--- src/rtl/axi4_lite_master_engine.sv ---
// Purpose: single-outstanding AXI4-Lite master fed by a valid/ready command port, with a per-phase timeout and abort.
// Latency: 3 cycles from command accept to rsp_valid_out against a zero-wait slave. Every output is registered.
// Backpressure: cmd_ready_out is high only in IDLE. The response is held stable until rsp_ready_in. A hung phase aborts after TIMEOUT_CLKS.
// Ports: clk_in/rst_in are the clock and the synchronous active-high reset.
//   cmd_* is the command input (write/addr/wdata/wstrb). rsp_* is the response output (rdata/resp/timeout).
//   m_axi_* are the AW/W/B/AR/R master channels. AWPROT and ARPROT are not provided.
module axi4_lite_master_engine #(
  parameter int DATAWIDTH    = 32,
  parameter int ADDRWIDTH    = 32,
  parameter int TIMEOUT_CLKS = 100
) (
  input  logic                   clk_in,
  input  logic                   rst_in,
  input  logic                   cmd_valid_in,
  output logic                   cmd_ready_out,
  input  logic                   cmd_write_in,
  input  logic [ADDRWIDTH-1:0]   cmd_addr_in,
  input  logic [DATAWIDTH-1:0]   cmd_wdata_in,
  input  logic [DATAWIDTH/8-1:0] cmd_wstrb_in,
  output logic                   rsp_valid_out,
  input  logic                   rsp_ready_in,
  output logic [DATAWIDTH-1:0]   rsp_rdata_out,
  output logic [1:0]             rsp_resp_out,
  output logic                   rsp_timeout_out,
  output logic [ADDRWIDTH-1:0]   m_axi_awaddr_out,
  output logic                   m_axi_awvalid_out,
  input  logic                   m_axi_awready_in,
  output logic [DATAWIDTH-1:0]   m_axi_wdata_out,
  output logic [DATAWIDTH/8-1:0] m_axi_wstrb_out,
  output logic                   m_axi_wvalid_out,
  input  logic                   m_axi_wready_in,
  input  logic [1:0]             m_axi_bresp_in,
  input  logic                   m_axi_bvalid_in,
  output logic                   m_axi_bready_out,
  output logic [ADDRWIDTH-1:0]   m_axi_araddr_out,
  output logic                   m_axi_arvalid_out,
  input  logic                   m_axi_arready_in,
  input  logic [DATAWIDTH-1:0]   m_axi_rdata_in,
  input  logic [1:0]             m_axi_rresp_in,
  input  logic                   m_axi_rvalid_in,
  output logic                   m_axi_rready_out
);

  localparam int CW = $clog2(TIMEOUT_CLKS + 1);

  typedef enum logic [2:0] {IDLE, WR_AW_W, WR_B, RD_AR, RD_R, RESP} state_t;

  state_t                 state_q, state_d;
  logic [CW-1:0]          cnt_q, cnt_d;
  logic                   aw_done_q, aw_done_d, w_done_q, w_done_d;
  logic                   cmd_ready_d, rsp_valid_d, rsp_timeout_d;
  logic [DATAWIDTH-1:0]   rsp_rdata_d, wdata_d;
  logic [1:0]             rsp_resp_d;
  logic [ADDRWIDTH-1:0]   awaddr_d, araddr_d;
  logic [DATAWIDTH/8-1:0] wstrb_d;
  logic                   awvalid_d, wvalid_d, bready_d, arvalid_d, rready_d;
  logic                   in_phase, expired, aw_hs, w_hs;

  assign in_phase = (state_q == WR_AW_W) || (state_q == WR_B) ||
                    (state_q == RD_AR)   || (state_q == RD_R);
  // The phase has been open for TIMEOUT_CLKS cycles at this edge. A handshake
  // on the same edge is checked first, so it takes priority over the abort.
  assign expired  = (cnt_q == CW'(TIMEOUT_CLKS - 1));
  assign aw_hs    = m_axi_awvalid_out & m_axi_awready_in;
  assign w_hs     = m_axi_wvalid_out & m_axi_wready_in;

  always_comb begin
    state_d       = state_q;
    cnt_d         = in_phase ? cnt_q + CW'(1) : cnt_q;
    aw_done_d     = aw_done_q;
    w_done_d      = w_done_q;
    cmd_ready_d   = cmd_ready_out;
    rsp_valid_d   = rsp_valid_out;
    rsp_rdata_d   = rsp_rdata_out;
    rsp_resp_d    = rsp_resp_out;
    rsp_timeout_d = rsp_timeout_out;
    awaddr_d      = m_axi_awaddr_out;
    wdata_d       = m_axi_wdata_out;
    wstrb_d       = m_axi_wstrb_out;
    araddr_d      = m_axi_araddr_out;
    awvalid_d     = m_axi_awvalid_out;
    wvalid_d      = m_axi_wvalid_out;
    bready_d      = m_axi_bready_out;
    arvalid_d     = m_axi_arvalid_out;
    rready_d      = m_axi_rready_out;

    case (state_q)
      IDLE: begin
        if (cmd_valid_in && cmd_ready_out) begin
          cmd_ready_d = 1'b0;
          if (cmd_write_in) begin
            awaddr_d  = cmd_addr_in;
            wdata_d   = cmd_wdata_in;
            wstrb_d   = cmd_wstrb_in;
            awvalid_d = 1'b1;
            wvalid_d  = 1'b1;
            aw_done_d = 1'b0;
            w_done_d  = 1'b0;
            state_d   = WR_AW_W;
          end else begin
            araddr_d  = cmd_addr_in;
            arvalid_d = 1'b1;
            state_d   = RD_AR;
          end
        end
      end
      WR_AW_W: begin
        // AW and W retire independently. Each valid drops right after its own handshake.
        if (aw_hs) begin
          awvalid_d = 1'b0;
          aw_done_d = 1'b1;
        end
        if (w_hs) begin
          wvalid_d = 1'b0;
          w_done_d = 1'b1;
        end
        if ((aw_done_q || aw_hs) && (w_done_q || w_hs)) begin
          bready_d = 1'b1;
          state_d  = WR_B;
        end else if (expired) begin
          state_d = RESP;
        end
      end
      WR_B: begin
        if (m_axi_bready_out && m_axi_bvalid_in) begin
          bready_d      = 1'b0;
          rsp_rdata_d   = '0;
          rsp_resp_d    = m_axi_bresp_in;
          rsp_timeout_d = 1'b0;
          rsp_valid_d   = 1'b1;
          state_d       = RESP;
        end else if (expired) begin
          state_d = RESP;
        end
      end
      RD_AR: begin
        if (m_axi_arready_in) begin
          arvalid_d = 1'b0;
          rready_d  = 1'b1;
          state_d   = RD_R;
        end else if (expired) begin
          state_d = RESP;
        end
      end
      RD_R: begin
        if (m_axi_rvalid_in) begin
          rready_d      = 1'b0;
          rsp_rdata_d   = m_axi_rdata_in;
          rsp_resp_d    = m_axi_rresp_in;
          rsp_timeout_d = 1'b0;
          rsp_valid_d   = 1'b1;
          state_d       = RESP;
        end else if (expired) begin
          state_d = RESP;
        end
      end
      RESP: begin
        if (rsp_ready_in) begin
          rsp_valid_d = 1'b0;
          cmd_ready_d = 1'b1;
          state_d     = IDLE;
        end
      end
      default: state_d = IDLE;
    endcase

    // A phase state jumping straight to RESP without posting a response is an abort.
    // This drops every AXI valid/ready, even before its handshake, so a hung slave
    // cannot stall the engine forever.
    if (in_phase && (state_d == RESP) && !rsp_valid_d) begin
      awvalid_d     = 1'b0;
      wvalid_d      = 1'b0;
      bready_d      = 1'b0;
      arvalid_d     = 1'b0;
      rready_d      = 1'b0;
      rsp_rdata_d   = '0;
      rsp_resp_d    = 2'b10;
      rsp_timeout_d = 1'b1;
      rsp_valid_d   = 1'b1;
    end

    if (state_d != state_q) cnt_d = '0;
  end

  always_ff @(posedge clk_in) begin
    if (rst_in) begin
      state_q           <= IDLE;
      cnt_q             <= '0;
      aw_done_q         <= 1'b0;
      w_done_q          <= 1'b0;
      cmd_ready_out     <= 1'b1;
      rsp_valid_out     <= 1'b0;
      rsp_rdata_out     <= '0;
      rsp_resp_out      <= 2'b00;
      rsp_timeout_out   <= 1'b0;
      m_axi_awaddr_out  <= '0;
      m_axi_wdata_out   <= '0;
      m_axi_wstrb_out   <= '0;
      m_axi_araddr_out  <= '0;
      m_axi_awvalid_out <= 1'b0;
      m_axi_wvalid_out  <= 1'b0;
      m_axi_bready_out  <= 1'b0;
      m_axi_arvalid_out <= 1'b0;
      m_axi_rready_out  <= 1'b0;
    end else begin
      state_q           <= state_d;
      cnt_q             <= cnt_d;
      aw_done_q         <= aw_done_d;
      w_done_q          <= w_done_d;
      cmd_ready_out     <= cmd_ready_d;
      rsp_valid_out     <= rsp_valid_d;
      rsp_rdata_out     <= rsp_rdata_d;
      rsp_resp_out      <= rsp_resp_d;
      rsp_timeout_out   <= rsp_timeout_d;
      m_axi_awaddr_out  <= awaddr_d;
      m_axi_wdata_out   <= wdata_d;
      m_axi_wstrb_out   <= wstrb_d;
      m_axi_araddr_out  <= araddr_d;
      m_axi_awvalid_out <= awvalid_d;
      m_axi_wvalid_out  <= wvalid_d;
      m_axi_bready_out  <= bready_d;
      m_axi_arvalid_out <= arvalid_d;
      m_axi_rready_out  <= rready_d;
    end
  end

endmodule

--- config.mk ---
export PLATFORM = sky130hd
export DESIGN_NAME = axi4_lite_master_engine
export DESIGN_NICKNAME = d
export VERILOG_FILES = /design/src/rtl/axi4_lite_master_engine.sv
export SDC_FILE = /design/constraint.sdc
export NUM_CORES = 1
export LEC_CHECK = 0
export CORE_AREA = 5 5 121 123
export DETAILED_ROUTE_END_ITERATION = 10
export DIE_AREA = 0 0 126 128
export GPL_TIMING_DRIVEN = 0
export HOLD_SLACK_MARGIN = 0.02
export PLACE_DENSITY = 0.93
export SLEW_MARGIN = 20
export SYNTH_ARGS = -nofsm -noshare
export SYNTH_HDL_FRONTEND = slang
export SYNTH_SLANG_ARGS = --single-unit
--- constraint.sdc ---
create_clock -name clk_in -period 7.25 [get_ports clk_in]
set_clock_uncertainty 0.05 [all_clocks]
set_input_delay 1.0875 -clock clk_in [delete_from_list [all_inputs] [get_ports clk_in]]
set_output_delay 1.0875 -clock clk_in [all_outputs]
set_load 0.05 [all_outputs]
# [After elaboration in Yosys (flattened, before gate mapping)]
# Index checks and enable logic that the tools add are counted.
[word_totals] register_bits=154 in_bits=114 output_inout_bits=142 wordCells=122
[classes] eq_ne=20 addsub=1 bitwise_logic=3 n_reduce_logical=31 n_mux=48
[ops] operator="$mux W32" count=2
[ops] operator="$pmux W32 S2" count=1
[ops] operator="$mux W1" count=22
[ops] operator="$mux W3" count=7
[ops] operator="$reduce_and A3 Y1" count=7
[ops] operator="$pmux W1 S2" count=9
[ops] operator="$pmux W3 S6" count=1
[ops] operator="$ne A2 B2 Y1 const B" count=8
[ops] operator="$reduce_and A4 Y1" count=3
[ops] operator="$reduce_bool A2 Y1" count=6
[ops] operator="$eq A3 B3 Y1 const B" count=3
[ops] operator="$mux W2" count=4
[ops] operator="$add A7 B1 Y7 const B" count=1
[ops] operator="$eq A7 B7 Y1 const B" count=1
[ops] operator="$eq A3 B2 Y1 const B" count=2
[ops] operator="$logic_and A1 B1 Y1" count=5
[ops] operator="$logic_or A1 B1 Y1" count=5
[ops] operator="$ne A2 B1 Y1 const B" count=2
[ops] operator="$pmux W2 S2" count=1
[ops] operator="$reduce_or A2 Y1" count=2
[ops] operator="$eq A3 B1 Y1 const B" count=1
[ops] operator="$logic_not A3 Y1" count=1
[ops] operator="$ne A3 B1 Y1 const B" count=1
[ops] operator="$ne A3 B2 Y1 const B" count=1
[ops] operator="other kinds (6)" count=7

# [Longest topological paths before layout]
# Gate-level depths: netlist of run 1.
[depth] ltp_word=10 mapped_depth=9 ltp_nobuf=6

# [Least setup slack after synthesis of run 1]
# No wires, ideal clock.
[synth_timing] path_type="input port to flip-flop" start="in rsp_ready_in" end="reg rsp_rdata_out[17]" cell_stages=7 t_required_ns=7.068 arrival_time_ns=2.516 n_path_buf=2 setup_slack_ns=4.552 path_cell_list="or4bb_1 > o41ai_1 > a311oi_1 > a2111oi_2 > buf_4 > buf_6 > nor3_1"
[synth_between] elab_chain_len=6 word_cells_on_any_way=9 cone_classes="1 x eq/ne; 4 x mux; 4 x reduce/logical"
[synth_rtl] element="start: declaration" line_no="21" text="input logic rsp_ready_in,"
[synth_rtl] element="$mux W3" line_no="158" text="if (rsp_ready_in) begin"
[synth_rtl] element="$pmux W3 S6" line_no="87" text="case (state_q)"
[synth_rtl] element="$eq A3 B3 Y1" line_no="170" text="if (in_phase && (state_d == RESP) && !rsp_valid_d) begin"
[synth_rtl] element="$logic_and A1 B1 Y1" line_no="170"
[synth_rtl] element="$logic_and A1 B1 Y1 *" line_no="170"
[synth_rtl] element="$reduce_or A2 Y1 (no line) *"
[synth_rtl] element="end signal: assignment" line_no="212" text="rsp_rdata_out <= rsp_rdata_d;"
[synth_rtl] element="end: declaration" line_no="22" text="output logic [DATAWIDTH-1:0] rsp_rdata_out,"
# Mark *: on every way between the ends. The rest lies on a longest branch, timed or not.
# A chain may end at the register's enable or synchronous reset.

# [Worst setup path after layout of run 1]
[layout_timing] start="in m_axi_rvalid_in" end="reg rsp_rdata_out[12]"
[layout_between] elab_chain_len=6 word_cells_on_any_way=11 cone_classes="2 x eq/ne; 4 x mux; 5 x reduce/logical"
[layout_rtl] element="start: declaration" line_no="40" text="input logic m_axi_rvalid_in,"
[layout_rtl] element="$mux W3" line_no="146" text="if (m_axi_rvalid_in) begin"
[layout_rtl] element="$pmux W3 S6" line_no="87"
[layout_rtl] element="$eq A3 B3 Y1" line_no="170"
[layout_rtl] element="$logic_and A1 B1 Y1 (2 in series)" line_no="170"
[layout_rtl] element="$reduce_or A2 Y1 (no line)"
# Several ways; a longest one is shown, not always the timed one.

==> flow_metrics.env, run 1 <==
export IMPL_gr_usage_all_layers_pct=24.1
export IMPL_hold_path_class="reg -> reg"
export IMPL_hold_path_startpoint="m_axi_awaddr_out[29]"
export IMPL_fin_tns_setup_ns=0
export IMPL_max_freq_ghz=0.314
export IMPL_r2r_start="state_q[0]"
export IMPL_synth_xor_area_share_pct=0.892
export IMPL_area_delta_synth_final_pct=57.4
export IMPL_synth_area_top_cells="dfxtp_1, nand2_1, a21oi_1, a31oi_1, nor2b_1"
export IMPL_reg2regPathDepth=7
export IMPL_clk_pin_slew_ns=0.06
export IMPL_maxSlewViolCount=0
export IMPL_crit_chain="clkdlybuf4s50_1 -> nand3b_1 -> a21oi_1 -> clkbuf_1 -> clkbuf_1 -> a31oi_1 -> nor3_1"
export IMPL_postLayoutCoreUtil_pct=68.4
export IMPL_synth_top_cell_by_area="dfxtp_1"
export IMPL_synth_edf_count=0
export IMPL_syn_nets=843
export IMPL_wl_um=20100
export IMPL_powerDensity_mw_per_mm2=241
export IMPL_postCtsSetupBuffers=0
export IMPL_viasPerCell=5.31
export IMPL_crit_slowest_cell="clkdlybuf4s50_1"
export IMPL_setup_viol=0
export IMPL_max_slew_margin_rel_pct=46.0
export IMPL_cts_tree="done"
export IMPL_numCtsBuffers=17
export IMPL_synth_cell_types=48
export IMPL_p_leak_nw=3.25
export IMPL_clockBufferDepth=2
export IMPL_synthCells=728
export IMPL_synth_top_cell_area_share_pct=52.3
export IMPL_drtPass1Iterations=6
export IMPL_yosysSeqAreaShare_pct=52.3
export IMPL_multiInputGateArea_mm2=0.00256
export IMPL_power_w=0.00223
export IMPL_holdPathEnd="m_axi_awaddr_out[29]"
export IMPL_row_count=43
export IMPL_worst_setup_path_start_kind="input pin"
export IMPL_setup_ws_ns=4.07
export IMPL_port_buffers=255
export IMPL_pin_count=256
export IMPL_synth_top_family_by_area="simple AND/OR/NAND/NOR gates"
export IMPL_drc=0
export IMPL_cts_root_buf="clkbuf_16"
export IMPL_final_layout_size_suffix_gt1_share_pct=3.75
export IMPL_avgSynthCellArea_um2=8.09
export IMPL_dieArea_mm2=0.0161
export IMPL_synthAdderAreaFrac_pct=0.212
export IMPL_ir_worst_vdd_uv=147
export IMPL_cap_violations=0
export IMPL_synthMuxAreaShare_pct=0.510
export IMPL_rsz0062_at_grt="false"
export IMPL_grt_first_pass_wirelength_um=31400
export IMPL_core_area_mm2=0.0136
export IMPL_hold_viol_final=0
export IMPL_die_y_um=128
export IMPL_synth_main_ff_cell="dfxtp_1"
export IMPL_wl_per_cell_um=16.8
export IMPL_antenna_found_initial=0
export IMPL_worst_ep_arrival_time_ns=3.46
export IMPL_cp_required_ns=7.52
export IMPL_clock_latency_ns=0.41
export IMPL_fin_crit_ns=3.18
export IMPL_initial_core_util_pct=43.4
export IMPL_crit_path_frequent_cell="clkbuf_1"
export IMPL_post_cts_resize_count=0
export IMPL_regArea_mm2=0.00308
export IMPL_final_common_cell="clkdlybuf4s50_1"
export IMPL_gp_congestion=0.905
export IMPL_synth_area_mm2=0.00589
export IMPL_async_reset_ff_share_pct=0
export IMPL_die_w_um=126
export IMPL_drt_iter0_drc=407
export IMPL_ys_ff_latch=154
export IMPL_end_kind="flip-flop"
export IMPL_grt_pass1_vias=6271
export IMPL_diodes=0
export IMPL_synth_simple_area_share_pct=25.7
export IMPL_final_cell_mix="clkdlybuf4s50_1, nand2_1, dfxtp_1"
export IMPL_grt_max_degree=17
export IMPL_reg2reg_slack_ns=4.38
export IMPL_dpl_worst_slack_ns=3.70
export IMPL_outcome="complete, no violations"
export IMPL_dp_hpwl_um=14800
export IMPL_fin_crit_sh_pct=43.9
export IMPL_crit_type="in -> reg"
export IMPL_grt_overflow_total=0
export IMPL_cts_sinks=154
export IMPL_yosysWarnings=0
export IMPL_cp_max_fo=10
export IMPL_r2r_end="cnt_q[1]"
export IMPL_antenna_left=0
export IMPL_synth_compound_area_share_pct=16.1
export IMPL_cpPeakStageDelay_ns=0.54
export IMPL_worst_pin_slew_ns=0.806
export IMPL_hold_depth=2
export IMPL_cts_hold_buf=0
export IMPL_htree_levels=4
export IMPL_fill_cells=1076
export IMPL_vias=6345
export IMPL_finalNetCount=1117
[through the flow]
step | area (um2) | std cells | hold slack, ns
floorplan | 5890 | 728 | 0.459
global placement | 8670 | 1163 | 0.391
detailed placement | 8670 | 1163 | 0.396
CTS | 9270 | 1194 | 0.404
global route | 9270 | 1194 | 0.420
finish | 9270 | 1194 | 0.401
[report_power, final]
group	internal (W)	switching, W
Sequential	0.000885	0.0000230
Combinational	0.000157	0.000269
Clock	0.000559	0.000339
Total	0.00160	0.000631
[synthesized netlist by cell type, drive strengths merged, types with 4 or more instances]
| master | instances |
|---|---|
| a31oi | 36 |
| nor2 | 10 |
| nor4 | 8 |
| buf | 5 |
| nor2b | 35 |
| nor3 | 41 |
| inv | 5 |
| clkbuf | 51 |
| a21oi | 109 |
| dfxtp | 154 |
| o21ai | 4 |
| nand2 | 216 |
[worst max-delay path by stage]
stage / start / endpoint / cells past startpoint
finish: m_axi_rvalid_in / rsp_rdata_out[12] / 7
global route: m_axi_bvalid_in / rsp_rdata_out[4] / 7
CTS: m_axi_rvalid_in / rsp_rdata_out[12] / 7
detailed placement: m_axi_bvalid_in / rsp_rdata_out[12] / 7
global placement: m_axi_rvalid_in / rsp_rdata_out[17] / 7
floorplan: rsp_ready_in / rsp_rdata_out[17] / 7
[critical path: cells and delay by family]
kind,cells,cell delay [ns]
simple gates,2,0.25
compound gates,2,0.69
buf+inv,3,1.42
[state kept, by name, summed over array words and instances (netlist names), 2 cells and up]
register	cells
cnt_q	7
m_axi_araddr_out	32
m_axi_awaddr_out	32
m_axi_wdata_out	32
m_axi_wstrb_out	4
rsp_rdata_out	32
rsp_resp_out	2
state_q	3
[final cells by class]
class	instances	area share [%]
buffer	56	2.48
clock inverter	10	1.53
multi-input combinational	513	27.6
clock buffer	21	4.97
sequential	154	33.3
inverter	5	0.202
timing repair buffer	255	27.5
tap	180	2.43
[cell families (layout without fill, tap and decap cells)]
family | Yosys count | count (layout)
and+or+nand+nor | 336 | 336
AOI/OAI and AO/OA | 167 | 167
DFF | 154 | 154
buffers and inverters | 61 | 347
xor gates and xnor gates | 6 | 6
muxes | 3 | 3
adders and majority gates | 1 | 1
[layer usage]
metal  up-vias  share of wire (%)  wire (um)  global-route usage (%)
li1       3028                  -          -                       -
met1      2977                 39       7840                    27.1
met2       279                 49       9840                    40.9
met3        61                8.6       1740                    8.79
met4         0                3.5        699                    11.2
met5         -                  0          0                       0
No activity file was read; power rests on OpenSTA's default activity.
==> run 2, diff against run 1 <==
CORE_AREA = 5 5 131 133   (was 5 5 121 123)
DIE_AREA = 0 0 136 138   (was 0 0 126 128)
PLACE_DENSITY = 0.85   (was 0.93)
clock period = 2.9 ns   (was 7.25 ns; I/O delays follow)
==> run 2 against run 1 <==
Effect of this change:
- routed wire length is 0.91% lower
- cell count is 3.2% higher
- sequential cell count stayed put
- die area is 16% higher
- utilization is 8.8 points lower
- critical path type is now reg -> reg
- clock power grew to 2.6 times the previous value
- combinational power is 150% higher
- non-clock buffer count stayed put
- sequential power grew to 2.5 times the previous value
==> flow_metrics.env, run 2 (same netlist as run 1, synthesis figures left out) <==
export IMPL_r2r_start="state_q[0]"
export IMPL_holdWs_ns=0.403
export IMPL_maxSlewViolCount=0
export IMPL_crit_slowest_cell="a2111oi_2"
export IMPL_p_leak_nw=3.26
export IMPL_grt_overflow_total=0
export IMPL_drc=0
export IMPL_row_count=46
export IMPL_wl_met2_um=9320
export IMPL_crit_chain="clkbuf_1 -> clkbuf_2 -> nand2_1 -> o21bai_1 -> a311oi_1 -> a2111oi_2 -> buf_4 -> buf_6 -> nor3_1"
export IMPL_critPathTopFamily="buffers and inverters"
export IMPL_final_common_cell="clkdlybuf4s50_1"
export IMPL_cts_tree="done"
export IMPL_final_layout_size_suffix_gt1_share_pct=4.33
export IMPL_ir_worst_vdd_uv=497
export IMPL_grt_max_degree=17
export IMPL_fin_tns_setup_ns=0
export IMPL_met1_length_um=8090
export IMPL_postLayoutCoreUtil_pct=59.6
export IMPL_fin_crit_ns=2.70
export IMPL_core_area_mm2=0.0157
export IMPL_cts_hold_buf=0
export IMPL_wl_per_cell_um=16.2
export IMPL_powerDensity_mw_per_mm2=609
export IMPL_viasPerCell=5.03
export IMPL_grt_first_pass_wirelength_um=31200
export IMPL_cpPeakStageDelay_ns=0.43
export IMPL_area_delta_synth_final_pct=59.0
export IMPL_highest_layer="met4"
export IMPL_vias=6195
export IMPL_antenna_found_initial=1
export IMPL_die_w_um=136
export IMPL_postCtsSetupBuffers=0
export IMPL_hold_path_startpoint="m_axi_wdata_out[16]"
export IMPL_gr_usage_all_layers_pct=20.6
export IMPL_antenna_left=0
export IMPL_port_buffers=255
export IMPL_clock_latency_ns=0.41
export IMPL_initial_core_util_pct=37.5
export IMPL_pin_count=256
export IMPL_finalNetCount=1117
export IMPL_drtPass1Iterations=5
export IMPL_dp_hpwl_um=14900
export IMPL_crit_buf_inv=4
export IMPL_wl_um=19900
export IMPL_finalInstanceArea_mm2=0.00937
export IMPL_fin_crit_sh_pct=93.1
export IMPL_cts_root_buf="clkbuf_16"
export IMPL_numCtsBuffers=17
export IMPL_worst_pin_slew_ns=0.598
export IMPL_setup_viol=0
export IMPL_hold_path_class="reg -> reg"
export IMPL_reg2reg_slack_ns=0.20
export IMPL_drt_iter0_drc=400
export IMPL_place_area_mm2=0.00871
export IMPL_outcome="complete, no violations"
export IMPL_worst_ep_arrival_time_ns=2.93
export IMPL_cp_required_ns=3.13
export IMPL_grt_pass1_vias=5952
export IMPL_clk_pin_slew_ns=0.06
export IMPL_wl_met3_um=1790
export IMPL_max_slew_margin_rel_pct=60.0
export IMPL_worst_setup_path_start_kind="flip-flop"
export IMPL_gp_congestion=0.860
export IMPL_end_kind="flip-flop"
export IMPL_hold_viol_final=0
export IMPL_crit_type="reg -> reg"
export IMPL_cts_sinks=154
export IMPL_max_freq_ghz=0.370
export IMPL_clockBufferDepth=2
export IMPL_final_cell_mix="clkdlybuf4s50_1, nand2_1, dfxtp_1"
export IMPL_die_y_um=138
export IMPL_crit_path_start="state_q[0]"
export IMPL_htree_levels=4
export IMPL_post_cts_resize_count=0
export IMPL_cp_max_fo=10
export IMPL_cap_violations=0
export IMPL_dieArea_mm2=0.0188
==> run 2: cell types whose count changed in the layout (fill, tap and decap cells not counted), sizes merged <==
| cell | delta |
|---|---|
| inv | +2 |
| clkinvlp | +1 |
| clkinv | -2 |
| diode | +1 |
==> run 2: cell type report <==
class / count / area [um2]
diodes: 1 / 2.50
clock inverters: 11 / 156
well taps: 216 / 270
inverters: 5 / 18.8
repair buffers: 255 / 2550
flip-flops and latches: 154 / 3080
multi-input cells: 513 / 2570
fillers: 1373 / 6350
plain buffers: 56 / 231
clock buffers: 21 / 480
==> run 2: final timing paths <==
path | end | cells after the start
worst max-delay path | rsp_rdata_out[20] | 9
worst min-delay path | m_axi_wdata_out[16] | 2
worst max register to register | rsp_rdata_out[20] | 9
worst min register to register | m_axi_wdata_out[16] | 2
==> run 2: through the flow <==
stage | worst slack [ns] | std cells | total power [W]
final | 0.200 | 1232 | 0.00570
after global routing | -0.00539 | 1232 | 0.00593
after CTS | 0.123 | 1231 | 0.00575
after detailed placement | 0.0218 | 1199 | 0.00337
after global placement | 0.0282 | 1199 | 0.00336
after floorplan | 0.494 | 728 | 0.00292
==> run 2: where the power goes <==
part	leakage, nW	switching [W]	internal, W	total, W
Combinational	1.71	0.000667	0.000394	0.00106
Clock	0.303	0.000910	0.00146	0.00237
Sequential	1.25	0.0000574	0.00221	0.00227
Total	3.26	0.00164	0.00407	0.00570
==> run 2: tightest hold or removal path, stage by stage, from the launching register on <==
cell,delay (ns)
dfxtp_1,0.31
nand2_1,0.05
a21oi_1,0.05
==> run 2: layer usage <==
layer	track usage, %	vias to the layer above
li1	-	3043
met5	0	-
met2	33.9	256
met4	9.23	0
met3	7.29	46
met1	24.1	2850
